[src/rtl/riscv_pkg.sv]
// Shared RV32I decode definitions: opcodes, ALU operation codes,
// immediate formats and the packed control bundle carried across ID/EX.
package riscv_pkg;

    localparam logic [6:0] OPC_LUI    = 7'b0110111;
    localparam logic [6:0] OPC_AUIPC  = 7'b0010111;
    localparam logic [6:0] OPC_JAL    = 7'b1101111;
    localparam logic [6:0] OPC_JALR   = 7'b1100111;
    localparam logic [6:0] OPC_BRANCH = 7'b1100011;
    localparam logic [6:0] OPC_LOAD   = 7'b0000011;
    localparam logic [6:0] OPC_STORE  = 7'b0100011;
    localparam logic [6:0] OPC_OPIMM  = 7'b0010011;
    localparam logic [6:0] OPC_OP     = 7'b0110011;

    typedef enum logic [3:0] {
        ALU_ADD    = 4'd0,
        ALU_SUB    = 4'd1,
        ALU_SLL    = 4'd2,
        ALU_SLT    = 4'd3,
        ALU_SLTU   = 4'd4,
        ALU_XOR    = 4'd5,
        ALU_SRL    = 4'd6,
        ALU_SRA    = 4'd7,
        ALU_OR     = 4'd8,
        ALU_AND    = 4'd9,
        ALU_PASS_B = 4'd10
    } alu_op_t;

    typedef enum logic [2:0] {
        IMM_NONE = 3'd0,
        IMM_I    = 3'd1,
        IMM_S    = 3'd2,
        IMM_B    = 3'd3,
        IMM_U    = 3'd4,
        IMM_J    = 3'd5
    } imm_fmt_t;

    typedef struct packed {
        alu_op_t alu_op;
        logic    alu_src_imm;
        logic    alu_src_pc;
        logic    mem_read;
        logic    mem_write;
        logic    reg_write;
        logic    branch;
        logic    jump;
        logic    illegal;
    } ctrl_t;

    function automatic imm_fmt_t imm_fmt_of(input logic [6:0] opcode);
        imm_fmt_t fmt;
        case (opcode)
            OPC_OPIMM, OPC_LOAD, OPC_JALR: fmt = IMM_I;
            OPC_STORE:                     fmt = IMM_S;
            OPC_BRANCH:                    fmt = IMM_B;
            OPC_LUI, OPC_AUIPC:            fmt = IMM_U;
            OPC_JAL:                       fmt = IMM_J;
            default:                       fmt = IMM_NONE;
        endcase
        return fmt;
    endfunction

endpackage

[src/rtl/decode_stage_imm_gen.sv]
// Combinational immediate generator: extracts the format-specific immediate
// from an RV32I instruction word and sign-extends it to XLEN.
module imm_gen
    import riscv_pkg::*;
#(
    parameter int XLEN = 32
) (
    input  logic [31:0]     instr_i,
    output logic [XLEN-1:0] imm_o
);

    logic signed [31:0] imm32;

    always_comb begin
        imm32 = '0;
        case (imm_fmt_of(instr_i[6:0]))
            IMM_I: imm32 = {{20{instr_i[31]}}, instr_i[31:20]};
            IMM_S: imm32 = {{20{instr_i[31]}}, instr_i[31:25], instr_i[11:7]};
            IMM_B: imm32 = {{19{instr_i[31]}}, instr_i[31], instr_i[7],
                            instr_i[30:25], instr_i[11:8], 1'b0};
            IMM_U: imm32 = {instr_i[31:12], 12'b0};
            IMM_J: imm32 = {{11{instr_i[31]}}, instr_i[31], instr_i[19:12],
                            instr_i[20], instr_i[30:21], 1'b0};
            default: imm32 = '0;
        endcase
        // Size cast of a signed value sign-extends when XLEN > 32.
        imm_o = XLEN'(imm32);
    end

endmodule

[src/rtl/decode_stage.sv]
// RV32I decode stage: control decode, writeback bypass around the register
// file, load-use hazard detection and the ID/EX pipeline register.
module decode_stage
    import riscv_pkg::*;
#(
    parameter int XLEN   = 32,
    parameter int REG_AW = 5
) (
    input  logic              clk,
    input  logic              rst_n,
    input  logic              if_valid,
    input  logic [31:0]       if_instr,
    input  logic [XLEN-1:0]   if_pc,
    output logic              id_ready,
    input  logic              flush,
    input  logic              ex_stall,
    output logic [REG_AW-1:0] rf_raddr1,
    output logic [REG_AW-1:0] rf_raddr2,
    input  logic [XLEN-1:0]   rf_rdata1,
    input  logic [XLEN-1:0]   rf_rdata2,
    input  logic              wb_we,
    input  logic [REG_AW-1:0] wb_waddr,
    input  logic [XLEN-1:0]   wb_wdata,
    output logic              ex_valid,
    output logic [XLEN-1:0]   ex_pc,
    output logic [XLEN-1:0]   ex_rs1_val,
    output logic [XLEN-1:0]   ex_rs2_val,
    output logic [XLEN-1:0]   ex_imm,
    output logic [REG_AW-1:0] ex_rs1,
    output logic [REG_AW-1:0] ex_rs2,
    output logic [REG_AW-1:0] ex_rd,
    output logic [2:0]        ex_funct3,
    output logic [3:0]        ex_alu_op,
    output logic              ex_alu_src_imm,
    output logic              ex_alu_src_pc,
    output logic              ex_mem_read,
    output logic              ex_mem_write,
    output logic              ex_reg_write,
    output logic              ex_branch,
    output logic              ex_jump,
    output logic              ex_illegal
);

    logic [6:0]        opcode;
    logic [2:0]        funct3;
    logic              funct7_b5;
    logic [REG_AW-1:0] rs1_idx, rs2_idx, rd_idx;
    logic [XLEN-1:0]   imm_dec;
    logic [XLEN-1:0]   rs1_val_dec, rs2_val_dec;
    ctrl_t             ctrl_dec;
    logic              use1_dec, use2_dec;
    logic              hazard;

    logic              ex_valid_q,   ex_valid_d;
    ctrl_t             ex_ctrl_q,    ex_ctrl_d;
    logic [XLEN-1:0]   ex_pc_q,      ex_pc_d;
    logic [XLEN-1:0]   ex_rs1_val_q, ex_rs1_val_d;
    logic [XLEN-1:0]   ex_rs2_val_q, ex_rs2_val_d;
    logic [XLEN-1:0]   ex_imm_q,     ex_imm_d;
    logic [REG_AW-1:0] ex_rs1_q,     ex_rs1_d;
    logic [REG_AW-1:0] ex_rs2_q,     ex_rs2_d;
    logic [REG_AW-1:0] ex_rd_q,      ex_rd_d;
    logic [2:0]        ex_funct3_q,  ex_funct3_d;

    assign opcode    = if_instr[6:0];
    assign funct3    = if_instr[14:12];
    assign funct7_b5 = if_instr[30];
    assign rd_idx    = if_instr[11:7];
    assign rs1_idx   = if_instr[19:15];
    assign rs2_idx   = if_instr[24:20];
    assign rf_raddr1 = rs1_idx;
    assign rf_raddr2 = rs2_idx;

    imm_gen #(.XLEN(XLEN)) u_imm_gen (
        .instr_i (if_instr),
        .imm_o   (imm_dec)
    );

    // The register file writes on the same edge that captures ID/EX, so a
    // matching writeback must be forwarded here or the old value is latched.
    function automatic logic [XLEN-1:0] bypass(
        input logic [REG_AW-1:0] idx,
        input logic [XLEN-1:0]   rdata
    );
        if (idx == '0)
            return '0;
        else if (wb_we && (wb_waddr == idx))
            return wb_wdata;
        else
            return rdata;
    endfunction

    function automatic alu_op_t alu_from_funct3(
        input logic [2:0] f3,
        input logic       b5,
        input logic       is_op
    );
        case (f3)
            3'b000:  return (is_op && b5) ? ALU_SUB : ALU_ADD;
            3'b001:  return ALU_SLL;
            3'b010:  return ALU_SLT;
            3'b011:  return ALU_SLTU;
            3'b100:  return ALU_XOR;
            3'b101:  return b5 ? ALU_SRA : ALU_SRL;
            3'b110:  return ALU_OR;
            default: return ALU_AND;
        endcase
    endfunction

    assign rs1_val_dec = bypass(rs1_idx, rf_rdata1);
    assign rs2_val_dec = bypass(rs2_idx, rf_rdata2);

    always_comb begin
        ctrl_dec = '0;
        use1_dec = 1'b1;
        use2_dec = 1'b0;
        case (opcode)
            OPC_LUI: begin
                ctrl_dec.alu_op      = ALU_PASS_B;
                ctrl_dec.alu_src_imm = 1'b1;
                ctrl_dec.reg_write   = 1'b1;
                use1_dec             = 1'b0;
            end
            OPC_AUIPC: begin
                ctrl_dec.alu_op      = ALU_ADD;
                ctrl_dec.alu_src_imm = 1'b1;
                ctrl_dec.alu_src_pc  = 1'b1;
                ctrl_dec.reg_write   = 1'b1;
                use1_dec             = 1'b0;
            end
            OPC_JAL: begin
                ctrl_dec.alu_op      = ALU_ADD;
                ctrl_dec.alu_src_imm = 1'b1;
                ctrl_dec.reg_write   = 1'b1;
                ctrl_dec.jump        = 1'b1;
                use1_dec             = 1'b0;
            end
            OPC_JALR: begin
                ctrl_dec.alu_op      = ALU_ADD;
                ctrl_dec.alu_src_imm = 1'b1;
                ctrl_dec.reg_write   = 1'b1;
                ctrl_dec.jump        = 1'b1;
            end
            OPC_BRANCH: begin
                ctrl_dec.alu_op      = ALU_SUB;
                ctrl_dec.branch      = 1'b1;
                use2_dec             = 1'b1;
            end
            OPC_LOAD: begin
                ctrl_dec.alu_op      = ALU_ADD;
                ctrl_dec.alu_src_imm = 1'b1;
                ctrl_dec.mem_read    = 1'b1;
                ctrl_dec.reg_write   = 1'b1;
            end
            OPC_STORE: begin
                ctrl_dec.alu_op      = ALU_ADD;
                ctrl_dec.alu_src_imm = 1'b1;
                ctrl_dec.mem_write   = 1'b1;
                use2_dec             = 1'b1;
            end
            OPC_OPIMM: begin
                ctrl_dec.alu_op      = alu_from_funct3(funct3, funct7_b5, 1'b0);
                ctrl_dec.alu_src_imm = 1'b1;
                ctrl_dec.reg_write   = 1'b1;
            end
            OPC_OP: begin
                ctrl_dec.alu_op      = alu_from_funct3(funct3, funct7_b5, 1'b1);
                ctrl_dec.reg_write   = 1'b1;
                use2_dec             = 1'b1;
            end
            default: begin
                ctrl_dec.illegal     = 1'b1;
            end
        endcase
    end

    assign hazard = if_valid && ex_valid_q && ex_ctrl_q.mem_read && (ex_rd_q != '0) &&
                    ((use1_dec && (rs1_idx == ex_rd_q)) || (use2_dec && (rs2_idx == ex_rd_q)));

    assign id_ready = !ex_stall && !hazard && rst_n;

    // Data fields follow the decoder whenever EX is not stalled; only valid
    // and control need the bubble/flush treatment to stay architecturally safe.
    always_comb begin
        ex_valid_d   = ex_valid_q;
        ex_ctrl_d    = ex_ctrl_q;
        ex_pc_d      = ex_pc_q;
        ex_rs1_val_d = ex_rs1_val_q;
        ex_rs2_val_d = ex_rs2_val_q;
        ex_imm_d     = ex_imm_q;
        ex_rs1_d     = ex_rs1_q;
        ex_rs2_d     = ex_rs2_q;
        ex_rd_d      = ex_rd_q;
        ex_funct3_d  = ex_funct3_q;
        if (!ex_stall) begin
            ex_pc_d      = if_pc;
            ex_rs1_val_d = rs1_val_dec;
            ex_rs2_val_d = rs2_val_dec;
            ex_imm_d     = imm_dec;
            ex_rs1_d     = rs1_idx;
            ex_rs2_d     = rs2_idx;
            ex_rd_d      = rd_idx;
            ex_funct3_d  = funct3;
        end
        if (flush) begin
            ex_valid_d = 1'b0;
            ex_ctrl_d  = '0;
        end else if (ex_stall) begin
            ex_valid_d = ex_valid_q;
            ex_ctrl_d  = ex_ctrl_q;
        end else if (hazard || !if_valid) begin
            ex_valid_d = 1'b0;
            ex_ctrl_d  = '0;
        end else begin
            ex_valid_d = 1'b1;
            ex_ctrl_d  = ctrl_dec;
        end
    end

    // ID/EX boundary
    always_ff @(posedge clk) begin
        if (!rst_n) begin
            ex_valid_q   <= 1'b0;
            ex_ctrl_q    <= '0;
            ex_pc_q      <= '0;
            ex_rs1_val_q <= '0;
            ex_rs2_val_q <= '0;
            ex_imm_q     <= '0;
            ex_rs1_q     <= '0;
            ex_rs2_q     <= '0;
            ex_rd_q      <= '0;
            ex_funct3_q  <= '0;
        end else begin
            ex_valid_q   <= ex_valid_d;
            ex_ctrl_q    <= ex_ctrl_d;
            ex_pc_q      <= ex_pc_d;
            ex_rs1_val_q <= ex_rs1_val_d;
            ex_rs2_val_q <= ex_rs2_val_d;
            ex_imm_q     <= ex_imm_d;
            ex_rs1_q     <= ex_rs1_d;
            ex_rs2_q     <= ex_rs2_d;
            ex_rd_q      <= ex_rd_d;
            ex_funct3_q  <= ex_funct3_d;
        end
    end

    assign ex_valid       = ex_valid_q;
    assign ex_pc          = ex_pc_q;
    assign ex_rs1_val     = ex_rs1_val_q;
    assign ex_rs2_val     = ex_rs2_val_q;
    assign ex_imm         = ex_imm_q;
    assign ex_rs1         = ex_rs1_q;
    assign ex_rs2         = ex_rs2_q;
    assign ex_rd          = ex_rd_q;
    assign ex_funct3      = ex_funct3_q;
    assign ex_alu_op      = ex_ctrl_q.alu_op;
    assign ex_alu_src_imm = ex_ctrl_q.alu_src_imm;
    assign ex_alu_src_pc  = ex_ctrl_q.alu_src_pc;
    assign ex_mem_read    = ex_ctrl_q.mem_read;
    assign ex_mem_write   = ex_ctrl_q.mem_write;
    assign ex_reg_write   = ex_ctrl_q.reg_write;
    assign ex_branch      = ex_ctrl_q.branch;
    assign ex_jump        = ex_ctrl_q.jump;
    assign ex_illegal     = ex_ctrl_q.illegal;

endmodule
[config.mk]
export PLATFORM = sky130hd
export DESIGN_NAME = decode_stage
export DESIGN_NICKNAME = d
export VERILOG_FILES = /design/src/rtl/riscv_pkg.sv /design/src/rtl/decode_stage_imm_gen.sv /design/src/rtl/decode_stage.sv
export SDC_FILE = /design/constraint.sdc
export NUM_CORES = 1
export LEC_CHECK = 0
export BUFFER_PORTS_ARGS = -buffer_cell sky130_fd_sc_hd__buf_4
export CAP_MARGIN = 25
export CORE_AREA = 2 2 134 136
export DETAILED_ROUTE_END_ITERATION = 6
export DIE_AREA = 0 0 136 138
export PLACE_DENSITY = 0.71
export REMOVE_ABC_BUFFERS = 1
export SETUP_SLACK_MARGIN = 0.05
export SYNTH_ARGS = -nofsm -noshare
export SYNTH_HDL_FRONTEND = slang
export SYNTH_SLANG_ARGS = --single-unit
export TNS_END_PERCENT = 20
[constraint.sdc]
create_clock -name clk -period 2.2 [get_ports clk]
set_input_delay 0.22 -clock clk [delete_from_list [all_inputs] [get_ports clk]]
set_output_delay 0.22 -clock clk [all_outputs]
set_load 0.05 [all_outputs]
======== After elaboration in Yosys (flattened, before gate mapping) ========
Index checks and enable logic that the tools add are counted.
storage, ports and cells
  input bits .............................. 171
  register bits after elaboration ......... 159
  output and inout port bits .............. 170
operators by class
  muxes and demuxes ....................... 23
  eq/ne operators ......................... 24
  bitwise gates (word level) .............. 1
  reductions and logical operators ........ 28
operators by type and width
  cell                                           count
  one-hot mux 32 bit (5 select lines)            1
  2-to-1 mux 32 bit                              4
  one-hot mux 4 bit (7 select lines)             2
  == test 7 x 6 -> 1 bit, second input constant  3
  == test 7 bit, second input constant           3
  == test 5 bit                                  4
  one-hot mux 4 bit (4 select lines)             1
  == test 3 bit, second input constant           5
  one-hot mux 3 bit (5 select lines)             1
  == test 7 x 5 -> 1 bit, second input constant  2
  OR reduction 7 bit                             2
  2-to-1 mux 1 bit                               13
  == test 3 x 2 -> 1 bit, second input constant  4
  2-to-1 mux 12 bit                              1
  logical AND 1 bit                              10
  logical NOT 5 bit                              2
  OR reduction 3 bit                             3
  OR reduction 9 bit                             1
  == test 7 x 2 -> 1 bit, second input constant  1
  == test 3 x 1 -> 1 bit, second input constant  2
  OR reduction 2 bit                             3
  nonzero test 5 bit                             1
  logical NOT 1 bit                              3
  logical NOT 3 bit                              1
  2 further kinds                                3

======== Depth between registers and ports, before layout ========
  depth after elaboration ................. 9
  depth in mapped cells ................... 7
  gate-level depth less buffers ........... 5

======== By module ========
From an unflattened synthesis, not the netlist that was laid out.
unflattened totals
  cells, all modules ...................... 752
  area total of the unflattened synthesis .. 7260.7 um^2
modules (own cells, without submodules)
  module        seq. area each (um^2)  cells each  instances  area each (um^2)
  decode_stage  3183.1                 676         1          6770.2
  imm_gen       0.0                    76          1          490.5

======== Least setup slack after synthesis ========
No wires, ideal clock.
  kind .................................... register to output
  start ................................... register ex_rd_q[0] (netlist: ex_rd[0])
  end ..................................... output id_ready
  arrival ................................. 2130 ps
  slack ................................... -150 ps
  path buffers ............................ 0
  stages on the path, launching flop included .. 5
  cells stage by stage .................... dfxtp_1 -> or4_1 -> o2111ai_1 -> nor4_1 -> nor2_1
between the ends
  longest elaborated chain between the ends .. 7
  elaborated cells between the ends (all ways) .. 11
  classes of those cells .................. eq/ne (2); reduce/logical (9)
ends and longest elaborated chain
  element                              line                 source
  start: declaration                   decode_stage.sv:62   logic [REG_AW-1:0] ex_rd_q, ex_rd_d;
  start signal: assignment             decode_stage.sv:242  ex_rd_q <= ex_rd_d;
  == test 5 bit                        decode_stage.sv:178  ((use1_dec && (rs1_idx == ex_rd_q)) || (use2_dec && (rs2_idx == ex_rd_q)));
  logical AND 1 bit                    decode_stage.sv:178
  logical OR 1 bit                     decode_stage.sv:178
  logical AND 1 bit (*)                decode_stage.sv:177  assign hazard = if_valid && ex_valid_q && ex_ctrl_q.mem_read && (ex_rd_q != '0) &&
  logical NOT 1 bit (*)                decode_stage.sv:180  assign id_ready = !ex_stall && !hazard && rst_n;
  logical AND 1 bit (*) (2 in series)  decode_stage.sv:180
  end: declaration                     decode_stage.sv:14   output logic id_ready,
Every way passes the cells marked *; elsewhere a longest branch is shown, timed or not.

======== Final worst setup path ========
Same ends and word-level chain as after synthesis.

==> results.ini <==
[route]
drc = 0
wl_per_cell_um = 18.2
routed_wl_um = 23000
avgViaCountPerCell = 5.02
drt_pass1_iterations = 5
drtIter0Drc = 306
antenna_left = 0
via_count = 6314

[finish]
area_delta_synth_final_pct = 49.1
stdcell_count = 1259
seqCellArea_um2 = 3190
n_fill_cell = 1569
layout.nets = 1188
finish.instance_area_um2 = 10200
diodes = 0
multi_input_area_um2 = 3420
final_common_cell = buf_4
drive_above_1_share_pct = 38.7
layout_common_cells = 351 x buf_4, 157 x dfxtp_1, 114 x mux2i_1

[clocking]
cts-hold-fix-buffers = 0
htreeDepth = 4
numCtsBuffers = 17
cts_sinks = 159
cts_root_buffer = clkbuf_16
cts_buffer_depth = 2
tritoncts = built
path_clk_slew_ns = 0.06
clkLatencyLatePin_ns = 0.41

[worst_setup_path]
endpoint_kind = primary output
cp.arrival_ns = 1.96
reg2reg_depth = 7
reg2reg_slack_ns = 0.12
worstSetupPathType = flip-flop to primary output
timing.rr.start = ex_rd[0]
startpoint = ex_rd[0]
start_kind = flip-flop
cp_max_fo = 2
endpoint = id_ready
worstPathCellList = or4_4 -> o2111ai_4 -> nor4_2 -> nor2_2 -> buf_6
max_stage_delay_ns = 0.53
required_ns = 1.98
r2r-end = ex_alu_src_imm
cp_slowest_cell = or4_4

[yosys]
ys_seq_area_share_pct = 46.5
synth-async-reset-ratio_pct = 0
synth-edff-count = 0
synth_warnings = 0
synth.distinct_cells = 47
synth_seq_cells = 159
netlist_instances = 703
synth_flop_cell = dfxtp_1
syn_area_um2 = 6840
syn_area_per_cell_um2 = 9.73

[timing]
setup_slack_ns = 0.0200
setup_violations = 0
worst_pin_slew_ns = 0.933
hold_violations = 0
fin_tns_setup_ns = 0
skew_ns = 0.00737
rsz0062_at_grt = yes
finalCriticalPeriod_ns = 2.18
fmax_mhz = 459
finalCritPeriodShare_pct = 99.1
drv_slew = 0
max_slew_margin_pct = 37.7

[grt]
grt_util_all_layers_pct = 23.8
grt.met2_usage_pct = 40.3
grt_pass1_wl_um = 34600
antenna_found_initial = 0
grt_max_degree = 79
top_usage_layer = met2
grt.met1_usage_pct = 28.5
use_met3_pct = 6.86
grt_overflow = 0
grt_pass1_vias = 6245

[placement]
place_area_um2 = 9550
place.gp.congestion = 0.968
numPortBuffers = 340
dp_cells = 1225
dp_slack_ns = 0.157
dp_hpwl_um = 17100

[flow_run]
drv_cap = 0

[run_status]
outcome = completed

[die]
rows = 49
dieHeight_um = 138
core_um2 = 17500
pin_count = 341
die_w_um = 136
die-area_um2 = 18800
initial_core_util_pct = 39.0

[power]
p_per_area_nw_per_um2 = 736
peakVddDrop_uv = 527
p_leak_nw = 4.53
finalPower_w = 0.00750

[hold_path]
hold_class = input pin to flip-flop

==> cell type report <==
class | instances | share of cell area [%]
Multi-Input combinational cell | 481 | 33.5
Sequential cell | 159 | 31.3
Timing Repair Buffer | 355 | 26.5
Clock buffer | 24 | 4.72
Tap cell | 229 | 2.81
Clock inverter | 8 | 1.03
Inverter | 3 | 0.110
==> worst max-delay path, delay by kind of cell, from the launching register on <==
family | cells | cell delay (ns)
buffers and inverters | 1 | 0.17
AO/OA/AOI/OAI | 1 | 0.24
AND/OR/NAND/NOR | 3 | 0.80
flip-flops | 1 | 0.34
==> per-stage QoR <==
step / util, % / hold slack, ns
2_1_floorplan: - / 0.346
3_3_place_gp: 54.4 / 0.437
3_5_place_dp: 54.4 / 0.443
4_1_cts: 58.2 / 0.0387
5_1_grt: 58.2 / 0.0535
6_report: 58.2 / 0.0550
==> worst min-delay path by stage <==
stage | startpoint | slack, ns | cells past startpoint | endpoint
after floorplan | if_instr[31] | 0.35 | 1 | ex_imm[31]
after global routing | if_instr[31] | 0.05 | 2 | ex_imm[31]
after global placement | ex_rs1_val[10] | 0.44 | 2 | ex_rs1_val[10]
after CTS | if_pc[0] | 0.04 | 3 | ex_pc[0]
after detailed placement | ex_rs1_val[10] | 0.44 | 2 | ex_rs1_val[10]
final | if_pc[0] | 0.06 | 3 | ex_pc[0]
==> registers in the layout (all words and copies together), names as in the netlist, 3 cells and up <==
register / cells
ex_imm: 32
ex_pc: 32
ex_rs1_val: 32
ex_rs2_val: 32
ex_rd: 5
ex_rs1: 5
ex_rs2: 5
ex_alu_op: 4
ex_funct3: 3
==> report_power, final <==
part | total [W] | internal [W] | switching, W
combinational | 0.00149 | 0.000568 | 0.000922
sequential | 0.00309 | 0.00301 | 0.0000754
clock | 0.00292 | 0.00177 | 0.00115
total | 0.00750 | 0.00535 | 0.00215
==> metal layers <==
layer / vias to the layer above / share of wire, %
met1: 2913 / 40
met4: 0 / 2.4
met5: - / 0
li1: 3092 / -
met2: 275 / 48
met3: 34 / 9.1
==> logic make-up after synthesis <==
family	synth area share, %
buf+inv	4.26
compound gates	15.5
simple gates	14.5
xor+xnor	2.43
mux	16.8
flops	46.5
==> synthesized netlist by cell type (all sizes together) (3+ instances only) <==
library cell,instances,share of area [%]
a31o,4,0.51
a22oi,17,1.9
nand2b,6,0.55
a21o,10,1.1
a22o,21,2.7
a21boi,11,1.2
nor3,5,0.37
buf,23,2.1
xor2,8,1.0
clkbuf,37,2.0
xnor2,11,1.4
nor2,16,0.88
mux2i,114,17
nand2,75,4.1
and3,4,0.37
or4,3,0.33
nand3,3,0.22
nor4,3,0.27
inv,3,0.16
nor2b,60,5.5
a21oi,4,0.29
dfxtp,159,47
o21ai,74,5.4
a32o,5,0.73
and2,6,0.55
==> what timing repair did <==
item | CTS | global route
setup endpoints to repair | 1 | 5
gates resized for setup | 10 | 0
pin swaps | 4 | 3
buffers inserted | 2 | 0
Note: power is estimated with default switching activity, not from simulation.
